File: config.mk
export PLATFORM = sky130hd
export DESIGN_NAME = rv_plic_claim_ctrl
export DESIGN_NICKNAME = d
export VERILOG_FILES = /design/src/rtl/rv_plic_ctrl_pkg.sv /design/src/rtl/rv_plic_prio_max.sv /design/src/rtl/rv_plic_claim_ctrl.sv
export SDC_FILE = /design/constraint.sdc
export NUM_CORES = 1
export LEC_CHECK = 0
export CAP_MARGIN = 20
export CORE_MARGIN = 2
export CORE_UTILIZATION = 24
export DETAILED_ROUTE_END_ITERATION = 8
export GPL_ROUTABILITY_DRIVEN = 1
export PLACE_DENSITY_LB_ADDON = 0.3
export SLEW_MARGIN = 20
export SYNTH_ARGS = -nofsm -noshare
export SYNTH_HDL_FRONTEND = slang
export SYNTH_SLANG_ARGS = --single-unit
File: constraint.sdc
create_clock -name clk_i -period 11.25 [get_ports clk_i]
set_clock_uncertainty 0.05 [all_clocks]
set_input_delay 2.25 -clock clk_i [delete_from_list [all_inputs] [get_ports clk_i]]
set_output_delay 2.25 -clock clk_i [all_outputs]
set_load 0.02 [all_outputs]
File: src/rtl/rv_plic_ctrl_pkg.sv
// -----------------------------------------------------------------------------
// rv_plic_ctrl_pkg
// Shared types and helpers for the per-target PLIC claim/complete controller.
//   - claim_state_e : claim sequencing FSM states (IDLE -> ACK -> SETTLE)
//   - id_width()    : ID width for a given source count (ID 0 = no interrupt)
//   - id_to_onehot(): ID (1-based) to one-hot source vector, ID 0 -> all zero
// -----------------------------------------------------------------------------
package rv_plic_ctrl_pkg;

    // Upper bound on the source count; one-hot vectors are produced at this
    // width and size-cast down to N_SOURCE by the caller.
    localparam int MAX_SOURCE = 1024;

    typedef enum logic [1:0] {
        CLAIM_IDLE   = 2'd0,
        CLAIM_ACK    = 2'd1,
        CLAIM_SETTLE = 2'd2
    } claim_state_e;

    function automatic int id_width(input int n_source);
        return $clog2(n_source + 1);
    endfunction

    // ID i maps to bit i-1; ID 0 and IDs beyond MAX_SOURCE give no bit.
    function automatic logic [MAX_SOURCE-1:0] id_to_onehot(input logic [31:0] id);
        logic [MAX_SOURCE-1:0] oh;
        oh = '0;
        if (id != 32'd0) begin
            oh = {{(MAX_SOURCE-1){1'b0}}, 1'b1} << (id - 32'd1);
        end
        return oh;
    endfunction

endpackage

File: src/rtl/rv_plic_prio_max.sv
// -----------------------------------------------------------------------------
// rv_plic_prio_max
// Combinational max-priority selector. Each level of a binary tree keeps the
// higher-priority valid child; on equal priority the left child (lower ID)
// is kept, so ties resolve to the lowest ID.
// Ports:
//   cand_i      [N_SOURCE]        candidate mask (already filtered)
//   prio_i      [N_SOURCE*PRIO_W] packed priorities, source i at [i*PRIO_W +: PRIO_W]
//   win_valid_o                   at least one candidate present
//   win_id_o    [ID_W]            winning ID (source index + 1), 0 when none
// -----------------------------------------------------------------------------
module rv_plic_prio_max
    import rv_plic_ctrl_pkg::*;
#(
    parameter int N_SOURCE = 32,
    parameter int PRIO_W   = 3,
    parameter int ID_W     = id_width(N_SOURCE)
) (
    input  logic [N_SOURCE-1:0]        cand_i,
    input  logic [N_SOURCE*PRIO_W-1:0] prio_i,
    output logic                       win_valid_o,
    output logic [ID_W-1:0]            win_id_o
);

    localparam int LEVELS = $clog2(N_SOURCE);
    localparam int N_LEAF = 1 << LEVELS;

    genvar gl, gi;

    // Levels 0 .. LEVELS-1; the root merge is done separately below so that
    // no unused priority is carried out of the tree.
    for (gl = 0; gl < LEVELS; gl++) begin : g_lvl
        localparam int W = N_LEAF >> gl;
        logic [W-1:0]      v;
        logic [PRIO_W-1:0] p  [W];
        logic [ID_W-1:0]   id [W];

        if (gl == 0) begin : g_leaf
            for (gi = 0; gi < W; gi++) begin : g_node
                if (gi < N_SOURCE) begin : g_src
                    assign v[gi]  = cand_i[gi];
                    assign p[gi]  = cand_i[gi] ? prio_i[gi*PRIO_W +: PRIO_W] : '0;
                    assign id[gi] = ID_W'(gi + 1);
                end else begin : g_pad
                    assign v[gi]  = 1'b0;
                    assign p[gi]  = '0;
                    assign id[gi] = '0;
                end
            end
        end else begin : g_merge
            for (gi = 0; gi < W; gi++) begin : g_node
                logic take_right;
                assign take_right = g_lvl[gl-1].v[2*gi+1] &&
                                    (!g_lvl[gl-1].v[2*gi] ||
                                     (g_lvl[gl-1].p[2*gi+1] > g_lvl[gl-1].p[2*gi]));
                assign v[gi]  = g_lvl[gl-1].v[2*gi] | g_lvl[gl-1].v[2*gi+1];
                assign p[gi]  = take_right ? g_lvl[gl-1].p[2*gi+1]  : g_lvl[gl-1].p[2*gi];
                assign id[gi] = take_right ? g_lvl[gl-1].id[2*gi+1] : g_lvl[gl-1].id[2*gi];
            end
        end
    end

    if (LEVELS == 0) begin : g_single
        assign win_valid_o = cand_i[0];
        assign win_id_o    = cand_i[0] ? ID_W'(1) : '0;
    end else begin : g_root
        logic root_right;
        assign root_right  = g_lvl[LEVELS-1].v[1] &&
                             (!g_lvl[LEVELS-1].v[0] ||
                              (g_lvl[LEVELS-1].p[1] > g_lvl[LEVELS-1].p[0]));
        assign win_valid_o = g_lvl[LEVELS-1].v[0] | g_lvl[LEVELS-1].v[1];
        assign win_id_o    = !win_valid_o ? '0 :
                             root_right   ? g_lvl[LEVELS-1].id[1] : g_lvl[LEVELS-1].id[0];
    end

endmodule

File: src/rtl/rv_plic_claim_ctrl.sv
// -----------------------------------------------------------------------------
// rv_plic_claim_ctrl
// Per-target claim/complete controller. Arbitrates the enabled, pending,
// not-in-service sources above threshold, drives the target IRQ, and turns
// claim reads / complete writes into one-hot strobes back to the gateway.
//
// Build option: RV_PLIC_COMPLETE_CHECK_EN
//   defined   : a complete for an in-range ID that is not in service is
//               dropped and flagged on err_o.
//   undefined : every in-range complete is forwarded; err_o flags only
//               out-of-range IDs.
//
// Ports:
//   clk_i, rst_i (async, active-high)
//   ip_i, ie_i, prio_i, threshold_i     arbitration inputs
//   claim_req_i / claim_ready_o         claim read handshake
//   claim_ack_o, claim_id_o             claim response (one-cycle ack)
//   complete_req_i, complete_id_i       complete write
//   claim_o, complete_o                 one-hot strobes to gateway
//   irq_o, irq_id_o                     registered winner
//   err_o                               illegal complete pulse
// -----------------------------------------------------------------------------
module rv_plic_claim_ctrl
    import rv_plic_ctrl_pkg::*;
#(
    parameter int N_SOURCE = 32,
    parameter int PRIO_W   = 3,
    parameter int ID_W     = id_width(N_SOURCE)
) (
    input  logic                       clk_i,
    input  logic                       rst_i,
    input  logic [N_SOURCE-1:0]        ip_i,
    input  logic [N_SOURCE-1:0]        ie_i,
    input  logic [N_SOURCE*PRIO_W-1:0] prio_i,
    input  logic [PRIO_W-1:0]          threshold_i,
    input  logic                       claim_req_i,
    output logic                       claim_ready_o,
    output logic                       claim_ack_o,
    output logic [ID_W-1:0]            claim_id_o,
    input  logic                       complete_req_i,
    input  logic [ID_W-1:0]            complete_id_i,
    output logic [N_SOURCE-1:0]        claim_o,
    output logic [N_SOURCE-1:0]        complete_o,
    output logic                       irq_o,
    output logic [ID_W-1:0]            irq_id_o,
    output logic                       err_o
);

    // ---------------------------------------------------------------- state
    claim_state_e          state_reg, state_next;
    logic [N_SOURCE-1:0]   in_svc_reg, in_svc_next;
    logic                  irq_reg;
    logic [ID_W-1:0]       irq_id_reg;
    logic                  claim_ack_reg;
    logic [ID_W-1:0]       claim_id_reg, claim_id_next;
    logic [N_SOURCE-1:0]   claim_oh_reg, claim_oh_next;
    logic [N_SOURCE-1:0]   complete_oh_reg, complete_oh_next;
    logic                  err_reg, err_next;

    logic                  claim_ready;
    logic                  claim_accept;

    // ---------------------------------------------------------- arbitration
    logic [N_SOURCE-1:0]   cand;
    logic                  win_valid;
    logic [ID_W-1:0]       win_id;

    genvar gi;
    for (gi = 0; gi < N_SOURCE; gi++) begin : g_cand
        assign cand[gi] = ip_i[gi] & ie_i[gi] & ~in_svc_reg[gi] &
                          (prio_i[gi*PRIO_W +: PRIO_W] > threshold_i);
    end

    rv_plic_prio_max #(
        .N_SOURCE (N_SOURCE),
        .PRIO_W   (PRIO_W),
        .ID_W     (ID_W)
    ) u_prio_max (
        .cand_i      (cand),
        .prio_i      (prio_i),
        .win_valid_o (win_valid),
        .win_id_o    (win_id)
    );

    // ------------------------------------------------------------ claim FSM
    always_comb begin
        state_next    = state_reg;
        claim_ready   = 1'b0;
        claim_accept  = 1'b0;
        claim_id_next = claim_id_reg;
        claim_oh_next = '0;
        case (state_reg)
            CLAIM_IDLE: begin
                claim_ready = 1'b1;
                if (claim_req_i) begin
                    claim_accept  = 1'b1;
                    claim_id_next = irq_id_reg;
                    claim_oh_next = N_SOURCE'(id_to_onehot(32'(irq_id_reg)));
                    state_next    = CLAIM_ACK;
                end
            end
            CLAIM_ACK:    state_next = CLAIM_SETTLE;
            // Lets the arbitration register pick up the new in_svc before
            // the next claim can sample irq_id.
            CLAIM_SETTLE: state_next = CLAIM_IDLE;
            default:      state_next = CLAIM_IDLE;
        endcase
    end

    // -------------------------------------------------------------- complete
    logic [N_SOURCE-1:0] cmp_oh;
    logic                cmp_in_range;
    logic                cmp_ok;

    always_comb begin
        cmp_oh       = N_SOURCE'(id_to_onehot(32'(complete_id_i)));
        cmp_in_range = (complete_id_i != '0) && (complete_id_i <= ID_W'(N_SOURCE));
`ifdef RV_PLIC_COMPLETE_CHECK_EN
        cmp_ok       = complete_req_i & cmp_in_range & (|(cmp_oh & in_svc_reg));
`else
        cmp_ok       = complete_req_i & cmp_in_range;
`endif
        err_next         = complete_req_i & ~cmp_ok;
        complete_oh_next = cmp_ok ? cmp_oh : '0;
        // claim_oh_reg is non-zero only in the ACK cycle, so the claimed
        // source enters service at the end of ACK. A claim and a complete
        // never target the same source in one cycle.
        in_svc_next      = (in_svc_reg | claim_oh_reg) & ~complete_oh_next;
    end

    // ------------------------------------------------------------- registers
    always_ff @(posedge clk_i or posedge rst_i) begin
        if (rst_i) begin
            state_reg       <= CLAIM_IDLE;
            in_svc_reg      <= '0;
            irq_reg         <= 1'b0;
            irq_id_reg      <= '0;
            claim_ack_reg   <= 1'b0;
            claim_id_reg    <= '0;
            claim_oh_reg    <= '0;
            complete_oh_reg <= '0;
            err_reg         <= 1'b0;
        end else begin
            state_reg       <= state_next;
            in_svc_reg      <= in_svc_next;
            irq_reg         <= win_valid;
            irq_id_reg      <= win_id;
            claim_ack_reg   <= claim_accept;
            claim_id_reg    <= claim_id_next;
            claim_oh_reg    <= claim_oh_next;
            complete_oh_reg <= complete_oh_next;
            err_reg         <= err_next;
        end
    end

    // Ready is held low while reset is asserted so every output reads 0.
    assign claim_ready_o = claim_ready & ~rst_i;
    assign claim_ack_o   = claim_ack_reg;
    assign claim_id_o    = claim_id_reg;
    assign claim_o       = claim_oh_reg;
    assign complete_o    = complete_oh_reg;
    assign irq_o         = irq_reg;
    assign irq_id_o      = irq_id_reg;
    assign err_o         = err_reg;

endmodule

==> reports/results.tsv, run 1 <==
metric	value	unit
status	finished, final reports clean	
initial core utilization	24.4	%
clk buf depth	2	
P_leak	6.56	nW
Post-CTS Setup Bufs	0	
Final Power	1.93	mW
IO buf count	252	
largest net degree at the start of global routing	63	
worst-skew pair later-pin latency	0.43	ns
Post-synth ARST share	100	%
TritonRoute pass-1 iters	7	
final setup vio count	0	
Clk pin slew, worst setup/hold paths	0.07	ns
Seq/Total Area, Yosys	26.1	%
crit start category	input pin	
ant diodes	0	
Worst path max stage delay	0.42	ns
Post-Layout Cell Count	2177	
slowest library cell on the worst path	o41a_1	
R2R setup slack	3.28	ns
FILL cells	4630	
Post-Synthesis Cells	1291	
residual DRC count	0	
Synth Flop Type	dfrtp_1	
Clk Tree Root Cell	clkbuf_16	
Die Width	216	um
multi-input logic area	7540	um^2
CP Class	in -> reg	
Power Density	130	nW/um^2
Via density	4.77	
initial antenna violation count	4	
Tcrit/Tclk final	94.7	%
gpl congestion	0.917	
Avg Cell Area, Syn	8.39	um^2
Nets	1935	
critical-path maximum fanout	14	
die extent in y	216	um
Syn Std Cell Area	10800	um^2
storage element area	2830	um^2
Placed Cells	2145	
CP Buf/Inv Count	7	
Required @ worst endpoint	11.51	ns
full die area	46900	um^2
synth warn	0	
setup TNS	0	ns
RSZ-0062 raised after global routing	no	
routed len/inst	18.0	um
Syn Nets	1654	
most frequent cells in the layout	clkdlybuf4s50_1 (251), ha_1 (190), nor2_1 (180)	
Final ANT Viol Nets	0	
Layout area overhead	37.3	%
total grt overflow	0	
share of cells above drive strength 1	8.83	%
vias in the first global route	10600	
IO Pins	253	
Vias	10400	
Post-synth EDFFs	0	
max_slew headroom	44.3	%
htree depth	4	
hold buffers post-CTS	0	
crit end category	flip-flop	
Max rail drop VDD	0.0776	mV
Synth cell types	72	
Final min period	10.65	ns
CP top delay family	compound AO/OA/AOI/OAI gates	
synthesized flop and latch total	113	
CTS tree	done	
Max Slew Vio Count	0	
Hold Vio Cnt, Final	0	
commonest non-fill, non-tap cell in the layout	clkdlybuf4s50_1	
fmax	93.9	MHz
drt initial violations	532	
Arrival @ worst endpoint	10.92	ns
most frequent CP cell	ha_1	
row cnt	77	
setup ws final	0.597	ns
Slew @ Worst Pin	0.835	ns
hpwl dp	32.9	mm
Routed WL	39.1	mm
Hold/Removal Path Class	reg -> reg	
Finished Cell Area	14900	um^2
GR Util All Layers	16.6	%
CTS Buf Count	17	
Max Cap Viol	0	
core footprint	44400	um^2
first-pass GRT wire length	59.9	mm
Placed Area	14200	um^2
CTS sink cnt	113	
dpl ws	0.122	ns
[metrics by stage]
| step | util (%) | hold slack [ns] |
|---|---|---|
| after floorplan | - | 0.396 |
| after global placement | 32.0 | 0.413 |
| after detailed placement | 32.0 | 0.418 |
| after CTS | 33.4 | 0.433 |
| after global routing | 33.5 | 0.451 |
| final | 33.5 | 0.430 |
[worst reg2reg max path: cells and delay by family (launching register included)]
| kind | cells | cell delay, ns |
|---|---|---|
| AO/OA/AOI/OAI | 19 | 3.83 |
| multiplexers | 2 | 0.64 |
| buffers and inverters | 2 | 0.21 |
| adder cells (fa/ha/maj) | 5 | 1.29 |
| flip-flops | 1 | 0.39 |
| AND/OR/NAND/NOR | 7 | 1.45 |
[area by class of cell]
type | count | share of cell area (%)
Clock buffer | 18 | 2.95
Clock inverter | 14 | 1.19
Tap cell | 592 | 4.98
Sequential cell | 113 | 19.0
Timing Repair Buffer | 267 | 17.9
Inverter | 127 | 3.22
Multi-Input combinational cell | 1046 | 50.7
[synthesized netlist by cell type (all sizes together) (10+ instances only)]
library cell | number | area (um^2)
and3 | 10 | 67.6
nand2 | 123 | 462
nor2b | 50 | 313
a21oi | 52 | 290
and2 | 51 | 322
nand3 | 55 | 275
inv | 127 | 477
nor2 | 180 | 676
dfrtp | 113 | 2830
o21a | 29 | 219
mux2 | 38 | 432
o21ai | 77 | 389
nand4b | 22 | 193
ha | 190 | 2380
mux2i | 27 | 270
[per-layer routing]
metal  wire length [um]  global-route usage (%)
met4                677                    3.88
met3               2360                    3.94
met2              18500                    28.3
met1              17500                    21.1
met5                 43                       0
[cells by family after synthesis]
logic type      after synthesis  share of synthesized area (%)
mux                          65                           6.48
compound gates              252                           16.3
simple gates                530                           23.8
fa+ha+maj                   190                           21.9
buf+inv                     132                           4.64
flops                       113                           26.1
xor+xnor                      9                          0.728
[power by group]
group	switching (mW)	total (mW)	leakage, nW	internal [mW]
logic	0.453	0.803	4.83	0.350
registers	0.0728	0.554	1.45	0.481
clock network	0.218	0.574	0.290	0.357
[final timing paths]
path | from | end | cells after the start
worst max-delay path | threshold_i[2] | irq_id_o[2] | 46
worst max register to register | in_svc_reg[0] | irq_id_o[2] | 35
worst min-delay path | state_reg[0] | state_reg[0] | 1
worst min register to register | state_reg[0] | state_reg[0] | 1
min in group asynchronous | rst_i | claim_id_o[0] | 2
max in group asynchronous | rst_i | irq_id_o[5] | 3
[what timing repair did]
| action | in CTS | in global routing |
|---|---|---|
| resized for setup | 0 | 11 |
| endpoints found under the setup margin | 0 | 4 |
| endpoints found under the hold margin | 0 | 0 |
Power figures use the tool's default switching activity.
==> inputs of run 2 (changes only) <==
--- a/config.mk
+++ b/config.mk
@@ -11,6 +11,7 @@
 export DETAILED_ROUTE_END_ITERATION = 8
 export GPL_ROUTABILITY_DRIVEN = 1
 export PLACE_DENSITY_LB_ADDON = 0.3
+export SKIP_LAST_GASP = 1
 export SLEW_MARGIN = 20
 export SYNTH_ARGS = -nofsm -noshare
 export SYNTH_HDL_FRONTEND = slang
==> results of run 2 <==
The final DEF is identical to that of run 1; final timing and power are the same.
